==> config.mk <==
export PLATFORM = sky130hd
export DESIGN_NAME = my_err_signal_gen_v1_flat
export DESIGN_NICKNAME = d
export VERILOG_FILES = /design/src/rtl/my_err_signal_gen_v1_if.sv /design/src/rtl/my_err_signal_gen_v1.sv /design/src/flat_wrapper.sv
export SDC_FILE = /design/constraint.sdc
export NUM_CORES = 1
export LEC_CHECK = 0
export ABC_CLOCK_PERIOD_IN_PS = 5200
export BUFFER_PORTS_ARGS = -buffer_cell sky130_fd_sc_hd__buf_4
export CORE_ASPECT_RATIO = 1.2
export CORE_MARGIN = 1.5
export CORE_UTILIZATION = 55
export DETAILED_ROUTE_END_ITERATION = 10
export PLACE_DENSITY = 0.75
export SKIP_CTS_REPAIR_TIMING = 1
export SYNTH_ARGS = -nofsm -noshare
export SYNTH_HDL_FRONTEND = slang
export SYNTH_SLANG_ARGS = --single-unit
==> constraint.sdc <==
create_clock -name i_clk -period 5.2 [get_ports i_clk]
set_clock_uncertainty 0.05 [all_clocks]
set_input_delay 0.26 -clock i_clk [delete_from_list [all_inputs] [get_ports i_clk]]
set_output_delay 0.26 -clock i_clk [all_outputs]
set_load 0.005 [all_outputs]
==> src/rtl/my_err_signal_gen_v1_if.sv <==
`default_nettype none
// ============================================================================
//  Module      : my_err_signal_gen_v1_if
//  Description : Signal bundle for the modulation error-signal generator.
//                The master side drives control/sample inputs and observes
//                the results; the slave side is the generator itself.
//  Revision    : 1.0 - initial release
// ============================================================================
interface my_err_signal_gen_v1_if #(
    parameter int ADC_BIT = 14
);
    logic                      i_status;
    logic                      i_polarity;
    logic                      i_trig;
    logic [31:0]               i_wait_cnt;
    logic signed [31:0]        i_err_offset;
    logic signed [ADC_BIT-1:0] i_adc_data;
    logic [31:0]               i_avg_sel;
    logic signed [31:0]        o_err;
    logic signed [31:0]        o_adc_sum;
    logic signed [31:0]        o_low_avg;
    logic signed [31:0]        o_high_avg;
    logic [3:0]                o_cstate;
    logic [3:0]                o_nstate;

    modport master (
        output i_status, i_polarity, i_trig, i_wait_cnt, i_err_offset,
               i_adc_data, i_avg_sel,
        input  o_err, o_adc_sum, o_low_avg, o_high_avg, o_cstate, o_nstate
    );

    modport slave (
        input  i_status, i_polarity, i_trig, i_wait_cnt, i_err_offset,
               i_adc_data, i_avg_sel,
        output o_err, o_adc_sum, o_low_avg, o_high_avg, o_cstate, o_nstate
    );
endinterface
`default_nettype wire

==> src/rtl/my_err_signal_gen_v1.sv <==
`default_nettype none
// ============================================================================
//  Module      : my_err_signal_gen_v1
//  Description : Per half-period averaging of ADC samples with a settling
//                delay, producing high/low half averages and their signed,
//                offset-corrected difference as an error signal.
//  Revision    : 1.0 - initial release
// ============================================================================
module my_err_signal_gen_v1 #(
    parameter int ADC_BIT = 14
) (
    input  logic                   i_clk,
    input  logic                   i_rst,
    my_err_signal_gen_v1_if.slave  bus
);

    typedef enum logic [3:0] {
        S_IDLE   = 4'd0,
        S_WAIT   = 4'd1,
        S_ACCUM  = 4'd2,
        S_AVG    = 4'd3,
        S_UPDATE = 4'd4
    } state_t;

    localparam logic [4:0] c_K_MAX = 5'd16;

    state_t             r_state;
    state_t             w_next;
    logic [31:0]        r_wait_cnt;
    logic [16:0]        r_acc_cnt;
    logic [4:0]         r_k;
    logic               r_status;
    logic signed [31:0] r_acc;
    logic signed [31:0] r_err;
    logic signed [31:0] r_low_avg;
    logic signed [31:0] r_high_avg;

    logic [4:0]         w_k_sel;
    logic               w_wait_done;
    logic               w_acc_last;
    logic signed [31:0] w_adc_ext;
    logic signed [31:0] w_avg;
    logic               w_unused_avg_sel;

    // Only the low five bits select the averaging depth; cap at 2^16 samples.
    assign w_k_sel          = (bus.i_avg_sel[4:0] > c_K_MAX) ? c_K_MAX : bus.i_avg_sel[4:0];
    assign w_unused_avg_sel = &{1'b0, bus.i_avg_sel[31:5]};

    // A zero or one wait count both leave WAIT after a single cycle.
    assign w_wait_done = ({1'b0, r_wait_cnt} + 33'd1) >= {1'b0, bus.i_wait_cnt};
    assign w_acc_last  = (r_acc_cnt == ((17'd1 << r_k) - 17'd1));
    assign w_adc_ext   = {{(32-ADC_BIT){bus.i_adc_data[ADC_BIT-1]}}, bus.i_adc_data};
    assign w_avg       = r_acc >>> r_k;

    // State register.
    always_ff @(posedge i_clk) begin
        if (i_rst) begin
            r_state <= S_IDLE;
        end else begin
            r_state <= w_next;
        end
    end

    // Next-state logic; a trigger restarts the measurement from any state.
    always_comb begin
        w_next = S_IDLE;
        if (bus.i_trig) begin
            w_next = S_WAIT;
        end else begin
            case (r_state)
                S_IDLE:   w_next = S_IDLE;
                S_WAIT:   w_next = w_wait_done ? S_ACCUM : S_WAIT;
                S_ACCUM:  w_next = w_acc_last ? S_AVG : S_ACCUM;
                S_AVG:    w_next = S_UPDATE;
                S_UPDATE: w_next = S_IDLE;
                default:  w_next = S_IDLE;
            endcase
        end
    end

    // Counters, accumulator, averages and the registered error result.
    always_ff @(posedge i_clk) begin
        if (i_rst) begin
            r_wait_cnt <= '0;
            r_acc_cnt  <= '0;
            r_k        <= '0;
            r_status   <= 1'b0;
            r_acc      <= '0;
            r_err      <= '0;
            r_low_avg  <= '0;
            r_high_avg <= '0;
        end else if (bus.i_trig) begin
            r_wait_cnt <= '0;
            r_acc_cnt  <= '0;
            r_acc      <= '0;
            r_status   <= bus.i_status;
            r_k        <= w_k_sel;
        end else begin
            case (r_state)
                S_WAIT: begin
                    if (!w_wait_done) begin
                        r_wait_cnt <= r_wait_cnt + 32'd1;
                    end
                end
                S_ACCUM: begin
                    r_acc <= r_acc + w_adc_ext;
                    if (!w_acc_last) begin
                        r_acc_cnt <= r_acc_cnt + 17'd1;
                    end
                end
                S_AVG: begin
                    if (r_status) begin
                        r_high_avg <= w_avg;
                    end else begin
                        r_low_avg <= w_avg;
                    end
                end
                S_UPDATE: begin
                    if (bus.i_polarity) begin
                        r_err <= (r_high_avg - r_low_avg) - bus.i_err_offset;
                    end else begin
                        r_err <= (r_low_avg - r_high_avg) - bus.i_err_offset;
                    end
                end
                default: ;
            endcase
        end
    end

    assign bus.o_err      = r_err;
    assign bus.o_adc_sum  = r_acc;
    assign bus.o_low_avg  = r_low_avg;
    assign bus.o_high_avg = r_high_avg;
    assign bus.o_cstate   = r_state;
    assign bus.o_nstate   = w_next;

endmodule
`default_nettype wire

==> src/flat_wrapper.sv <==
// flat-port wrapper written by rule: the top's interface ports become plain ports
module my_err_signal_gen_v1_flat 
#(
    parameter int ADC_BIT = 14
)
  (i_clk, i_rst, bus_i_status, bus_i_polarity, bus_i_trig, bus_i_wait_cnt, bus_i_err_offset, bus_i_adc_data, bus_i_avg_sel, bus_o_err, bus_o_adc_sum, bus_o_low_avg, bus_o_high_avg, bus_o_cstate, bus_o_nstate);
  my_err_signal_gen_v1_if #(.ADC_BIT(ADC_BIT)) bus_i ();
  input  logic i_clk;
  input  logic i_rst;
  input wire logic [$bits(bus_i.i_status)-1:0] bus_i_status;
  input wire logic [$bits(bus_i.i_polarity)-1:0] bus_i_polarity;
  input wire logic [$bits(bus_i.i_trig)-1:0] bus_i_trig;
  input wire logic [$bits(bus_i.i_wait_cnt)-1:0] bus_i_wait_cnt;
  input wire logic [$bits(bus_i.i_err_offset)-1:0] bus_i_err_offset;
  input wire logic [$bits(bus_i.i_adc_data)-1:0] bus_i_adc_data;
  input wire logic [$bits(bus_i.i_avg_sel)-1:0] bus_i_avg_sel;
  output wire logic [$bits(bus_i.o_err)-1:0] bus_o_err;
  output wire logic [$bits(bus_i.o_adc_sum)-1:0] bus_o_adc_sum;
  output wire logic [$bits(bus_i.o_low_avg)-1:0] bus_o_low_avg;
  output wire logic [$bits(bus_i.o_high_avg)-1:0] bus_o_high_avg;
  output wire logic [$bits(bus_i.o_cstate)-1:0] bus_o_cstate;
  output wire logic [$bits(bus_i.o_nstate)-1:0] bus_o_nstate;
  assign bus_i.i_status = bus_i_status;
  assign bus_i.i_polarity = bus_i_polarity;
  assign bus_i.i_trig = bus_i_trig;
  assign bus_i.i_wait_cnt = bus_i_wait_cnt;
  assign bus_i.i_err_offset = bus_i_err_offset;
  assign bus_i.i_adc_data = bus_i_adc_data;
  assign bus_i.i_avg_sel = bus_i_avg_sel;
  assign bus_o_err = bus_i.o_err;
  assign bus_o_adc_sum = bus_i.o_adc_sum;
  assign bus_o_low_avg = bus_i.o_low_avg;
  assign bus_o_high_avg = bus_i.o_high_avg;
  assign bus_o_cstate = bus_i.o_cstate;
  assign bus_o_nstate = bus_i.o_nstate;
  my_err_signal_gen_v1 #(.ADC_BIT(ADC_BIT)) u_core (.i_clk(i_clk), .i_rst(i_rst), .bus(bus_i));
endmodule
==> flow_metrics.env, run 1 <==
export IMPL_worst_endpoint_arrival_ns=4.62
export IMPL_power_density_nw_per_um2=187
export IMPL_clock_insertion_delay_worst_skew_ns=0.45
export IMPL_crit_chain="ha_2, and3_2, and3_2, and4_4, nand3_2, nor2_4, and3_4, and3_2, xor2_1, ha_1, a21o_1, a21oi_1, o21ai_0, a21o_1, a221o_1, a211oi_2, buf_4, or3_1, buf_4"
export IMPL_number_of_antenna_violations_at_the_first_check_in_global_routing=0
export IMPL_synth_seq_cells=186
export IMPL_die_area_um2=31100
export IMPL_num_nets_final=2552
export IMPL_tritoncts_num_sinks=186
export IMPL_hold_slack_ns=-0.00991
export IMPL_drt_wirelength_per_cell_um=17.1
export IMPL_leading_cell_type_in_the_layout_fill_and_taps_excluded="nor2_1"
export IMPL_critical_path_reg2reg_startpoint="u_core.r_wait_cnt[0]"
export IMPL_final_setup_viol_count=0
export IMPL_mappedNetlistArea_um2=16500
export IMPL_viasPerCell=5.78
export IMPL_clkSlewWorstSetupHoldPaths_ns=0.08
export IMPL_syn_area_per_cell_um2=7.92
export IMPL_critical_path_buf_inv_count=2
export IMPL_finalWeightedCongestion=0.941
export IMPL_mostFrequentLayoutCells="257 x nor2_1, 237 x buf_4, 193 x nand2_1, 182 x dfxtp_1, 159 x a21oi_1"
export IMPL_wl_mm=45.2
export IMPL_drc_errors_left=0
export IMPL_cts_tree="done"
export IMPL_hold_path_startpoint="bus_i_avg_sel[0]"
export IMPL_holdPathStages=3
export IMPL_postSynth_topFlopCell="dfxtp_1"
export IMPL_synth_enable_flop_cells=0
export IMPL_placement_io_buffers=221
export IMPL_post_route_min_period_ns=4.93
export IMPL_max_cap_violations=0
export IMPL_h_tree_depth=4
export IMPL_upper_clock_frequency_limit_mhz=203
export IMPL_vias_in_the_first_global_route=14500
export IMPL_dr_pass1_iters=5
export IMPL_max_slew_worst_pin_slew_ns=1.19
export IMPL_placementRows=69
export IMPL_detailed_placement_wirelength_estimate_mm=35.3
export IMPL_placeableCoreArea_um2=29600
export IMPL_critPathSlowestCell="a221o_1"
export IMPL_io_pins=251
export IMPL_grt_start_max_net_pins=60
export IMPL_violations="hold timing"
export IMPL_fp_dieH_um=193
export IMPL_final_hold_viol_count=2
export IMPL_grt_overflow=0
export IMPL_netlist_cell_type_count=77
export IMPL_syn2layout_area_growth_pct=15.4
export IMPL_dr_total_vias=15300
export IMPL_worst_ir_drop_vdd_mv=0.165
export IMPL_reg2reg_depth=21
export IMPL_synth_warning_count=0
export IMPL_crit_path_frequent_cell="and3_2"
export IMPL_setup_repair_after_global_routing_missed_its_margin="false"
export IMPL_grt_first_pass_wirelength_mm=72.4
export IMPL_detailed_place_area_um2=18400
export IMPL_synthCells=2090
export IMPL_initial_utilization_pct=55.9
export IMPL_ctsRootBufferMaster="clkbuf_16"
export IMPL_fill_cells=2681
export IMPL_async_flop_share_pct=0
export IMPL_crit_family="simple AND/OR/NAND/NOR gates"
export IMPL_crit_path_end_kind="output port"
export IMPL_category_of_the_worst_setup_path_launch_point="register"
export IMPL_worst_hold_path_type="primary input to register"
export IMPL_logic_depth_of_the_worst_setup_path_including_buffers=19
export IMPL_cts_root_to_sink_buffers=2
export IMPL_outcome="finished, violations left"
export IMPL_groute_usage_overall_pct=28.9
export IMPL_drive_above_1_share_pct=15.3
export IMPL_ant_nets=0
export IMPL_critical_path_required_ns=4.89
export IMPL_timing_slew_headroom_pct=20.6
export IMPL_leakage_uw=0.00814
export IMPL_slew_violations=0
export IMPL_cts_buffers=17
export IMPL_n_antenna_cell=0
export IMPL_crit_fanout=5
export IMPL_setup_worst_path_start="u_core.r_wait_cnt[0]"
export IMPL_post_route_cell_area_um2=19100
export IMPL_final_cycle_share_pct=94.8
export IMPL_synth_sequential_area_ratio_pct=22.5
export IMPL_detailedRoute_firstIterationViolations=927
export IMPL_crit_path_max_incr_delay_ns=0.39
export IMPL_ws_path_type="register to output port"
export IMPL_die_x_um=161
[worst reg2reg max path, delay by kind of cell (launching register included)]
kind | cells | cell delay, ns
xor gates and xnor gates | 2 | 0.31
buffers and inverters | 2 | 0.31
and+or+nand+nor | 9 | 1.63
adders and majority gates | 2 | 0.47
DFF | 1 | 0.38
AOI/OAI and AO/OA | 6 | 1.26
[sequential cells by signal, indices dropped and copies added (netlist names)]
name / cells
u_core.bus.o_adc_sum: 32
u_core.bus.o_cstate: 3
u_core.bus.o_err: 32
u_core.bus.o_high_avg: 32
u_core.bus.o_low_avg: 32
u_core.r_acc_cnt: 17
u_core.r_k: 5
u_core.r_status: 1
u_core.r_wait_cnt: 32
[cells by family (layout without fill, tap and decap cells)]
logic type	after synthesis	count (layout)	share of synthesized area (%)
AO/OA/AOI/OAI	528	528	20.6
XOR/XNOR	161	161	8.52
adder cells (fa/ha/maj)	195	195	17.6
buffers and inverters	261	425	6.12
flip-flops	186	186	22.5
multiplexers	67	67	5.97
other	1	2	0.0227
AND/OR/NAND/NOR	691	691	18.7
[worst paths after layout]
path	endpoint	slack [ns]
setup / recovery	bus_o_nstate[0]	0.27
setup reg to reg	u_core.r_wait_cnt[23]	0.65
hold reg to reg	u_core.bus.o_err[1]	0.40
hold / removal	u_core.r_k[0]	-0.01
[cells in the mapped netlist, drive strengths merged (30+ instances only)]
| cell type | count | area [µm²] |
|---|---|---|
| a21o | 49 | 368 |
| o21ai | 91 | 459 |
| nor3 | 57 | 285 |
| xor2 | 79 | 692 |
| ha | 132 | 1650 |
| mux2i | 30 | 300 |
| nor2 | 261 | 980 |
| xnor2 | 82 | 718 |
| nand3 | 50 | 250 |
| inv | 154 | 578 |
| nand2 | 193 | 724 |
| a21oi | 159 | 796 |
| a211oi | 90 | 676 |
| dfxtp | 186 | 3720 |
| clkbuf | 87 | 328 |
| fa | 63 | 1260 |
[power breakdown]
part	switching (µW)	internal (µW)	total [µW]
Sequential	8.33	1430	1430
Clock	680	702	1380
Combinational	437	326	763
Total	1130	2450	3580
[metrics by stage]
| stage | utilization, % | setup WS (ns) | total power [µW] | cells | TNS [ns] |
|---|---|---|---|---|---|
| 2_1_floorplan | - | 0.636 | 2020 | 2091 | 0 |
| 3_3_place_gp | 62.2 | 0.302 | 2210 | 2611 | 0 |
| 3_5_place_dp | 62.2 | 0.0993 | 2220 | 2611 | 0 |
| 4_1_cts | 64.3 | -0.424 | 3580 | 2643 | -0.612 |
| 5_1_grt | 64.5 | 0.0132 | 3730 | 2645 | 0 |
| 6_report | 64.5 | 0.270 | 3580 | 2645 | 0 |
[per-layer routing]
| metal | track usage, % | vias up | routed length [µm] |
|---|---|---|---|
| met2 | 50.9 | 395 | 22500 |
| met4 | 11.3 | 0 | 1450 |
| li1 | - | 7580 | - |
| met5 | 0 | - | 0 |
| met1 | 36.1 | 7218 | 19400 |
| met3 | 3.32 | 88 | 1900 |
[area by class of cell]
| type | count | area [µm²] | area share, % |
|---|---|---|---|
| Clock inverter | 15 | 201 | 1.05 |
| Timing Repair Buffer | 238 | 1790 | 9.37 |
| Tap cell | 390 | 488 | 2.55 |
| Multi-Input combinational cell | 1644 | 11900 | 62.2 |
| Sequential cell | 186 | 3730 | 19.5 |
| Inverter | 155 | 582 | 3.05 |
| Clock buffer | 17 | 425 | 2.23 |
(Power assumes the default switching activity.)
==> run 2, diff against run 1 <==
CORE_UTILIZATION = 59   (was 55)
PLACE_DENSITY = 0.8   (was 0.75)
==> flow_metrics.env, run 2 (synthesis results as in run 1) <==
export IMPL_category_of_the_worst_setup_path_launch_point="register"
export IMPL_dp_slack_ns=0.158
export IMPL_holdPathStages=3
export IMPL_detailedRoute_firstIterationViolations=922
export IMPL_num_nets_final=2553
export IMPL_tritoncts_num_sinks=186
export IMPL_grt_first_pass_wirelength_mm=71.5
export IMPL_grt_overflow=0
export IMPL_vias_in_the_first_global_route=14500
export IMPL_leading_cell_type_in_the_layout_fill_and_taps_excluded="nor2_1"
export IMPL_number_of_antenna_violations_at_the_first_check_in_global_routing=0
export IMPL_worst_endpoint_arrival_ns=4.65
export IMPL_max_cap_violations=0
export IMPL_worst_ir_drop_vdd_mv=0.172
export IMPL_leakage_uw=0.00813
export IMPL_syn2layout_area_growth_pct=15.2
export IMPL_cts_root_to_sink_buffers=2
export IMPL_detailed_placement_wirelength_estimate_mm=34.5
export IMPL_finalWeightedCongestion=0.947
export IMPL_multi_input_gate_area_in_the_final_layout_um2=11900
export IMPL_finalWorstSetupSlack_ns=0.240
export IMPL_ant_nets=0
export IMPL_critPathSlowestCell="dfxtp_4"
export IMPL_final_hold_viol_count=2
export IMPL_ctsRootBufferMaster="clkbuf_16"
export IMPL_clock_insertion_delay_worst_skew_ns=0.45
export IMPL_timing_slew_headroom_pct=26.8
export IMPL_final_cycle_share_pct=95.4
export IMPL_wl_mm=44.7
export IMPL_placeableCoreArea_um2=27300
export IMPL_fill_cells=2307
export IMPL_viasPerCell=5.87
export IMPL_grt_start_max_net_pins=94
export IMPL_dr_pass1_iters=5
export IMPL_die_x_um=156
export IMPL_seq_area_um2=3730
export IMPL_ws_path_type="register to output port"
export IMPL_placed_cells=2597
export IMPL_io_pins=251
export IMPL_die_area_um2=29100
export IMPL_violations="hold timing"
export IMPL_initial_utilization_pct=60.5
export IMPL_fp_dieH_um=186
export IMPL_h_tree_depth=4
export IMPL_final_setup_viol_count=0
export IMPL_critical_path_required_ns=4.89
export IMPL_placementRows=66
export IMPL_crit_path_max_incr_delay_ns=0.39
export IMPL_hold_slack_ns=-0.00748
export IMPL_mostFrequentLayoutCells="257 x nor2_1, 239 x buf_4, 193 x nand2_1, 182 x dfxtp_1, 159 x a21oi_1"
export IMPL_clkSlewWorstSetupHoldPaths_ns=0.08
export IMPL_crit_chain="ha_4, and3_4, and3_2, and4_2, nand3_2, nor2_2, and3_4, and3_2, xor2_1, ha_1, a21o_1, a21oi_1, o21ai_0, a21o_1, a221o_1, a211oi_2, buf_4, or3_1, buf_4"
export IMPL_post_route_min_period_ns=4.96
export IMPL_power_density_nw_per_um2=186
export IMPL_layoutNonFillerInstCount=2630
export IMPL_groute_usage_overall_pct=30.3
export IMPL_cts_tree="done"
export IMPL_dr_total_vias=15400
export IMPL_placement_io_buffers=221
export IMPL_n_antenna_cell=0
export IMPL_outcome="finished, violations left"
export IMPL_slew_violations=0
export IMPL_max_slew_worst_pin_slew_ns=1.10
export IMPL_drive_above_1_share_pct=15.4
export IMPL_cts_buffers=17
export IMPL_crit_fanout=5
export IMPL_upper_clock_frequency_limit_mhz=202
export IMPL_worst_hold_path_type="primary input to register"
export IMPL_crit_path_end_kind="output port"
export IMPL_drt_wirelength_per_cell_um=17.0
export IMPL_reg2reg_depth=21
export IMPL_drc_errors_left=0
==> run 2: critical path, delay by kind of cell, from the launching register on <==
| family | cells | cell delay (ns) |
|---|---|---|
| buffers and inverters | 2 | 0.29 |
| AOI/OAI and AO/OA | 6 | 1.28 |
| DFF | 1 | 0.39 |
| xor gates and xnor gates | 1 | 0.16 |
| and+or+nand+nor | 8 | 1.65 |
| adders and majority gates | 2 | 0.43 |
==> run 2: metal layers <==
metal / routed length [µm] / track usage (%) / vias to the layer above
li1: - / - / 7588
met4: 1610 / 12.6 / 0
met1: 18800 / 37.9 / 7300
met3: 2300 / 3.86 / 83
met5: 0 / 0 / -
met2: 22000 / 52.2 / 454
==> run 2: layout make-up <==
type / instances / share of cell area (%)
Multi-Input combinational cell: 1644 / 62.4
Clock inverter: 15 / 0.919
Tap cell: 374 / 2.45
Inverter: 155 / 3.05
Sequential cell: 186 / 19.6
Timing Repair Buffer: 239 / 9.41
Clock buffer: 17 / 2.23
==> run 2: through the flow <==
stage                     util [%]  hold slack, ns  area [µm²]  power (µW)  setup TNS (ns)
final                         69.7        -0.00748       19100        3550               0
after global routing          69.7         0.00852       19100        3690         -0.0557
after CTS                     69.5         -0.0175       19000        3550          -0.571
after detailed placement      67.3           0.400       18400        2210               0
after global placement        67.3           0.395       18400        2200               0
after floorplan                  -           0.349       16600        2020               0
==> run 2: power breakdown <==
| part | internal, µW | switching (µW) |
|---|---|---|
| sequential | 1430 | 4.56 |
| combinational | 327 | 442 |
| clock | 688 | 658 |
| total | 2440 | 1100 |
==> run 2: path summary, 6_finish.rpt <==
check,start,slack (ns),end
hold / removal,bus_i_avg_sel[1],-0.007,u_core.r_k[1]
hold reg to reg,u_core.bus.o_err[14],0.41,u_core.bus.o_err[14]
setup / recovery,u_core.r_wait_cnt[0],0.24,bus_o_nstate[0]
setup reg to reg,u_core.r_wait_cnt[0],0.63,u_core.r_wait_cnt[26]
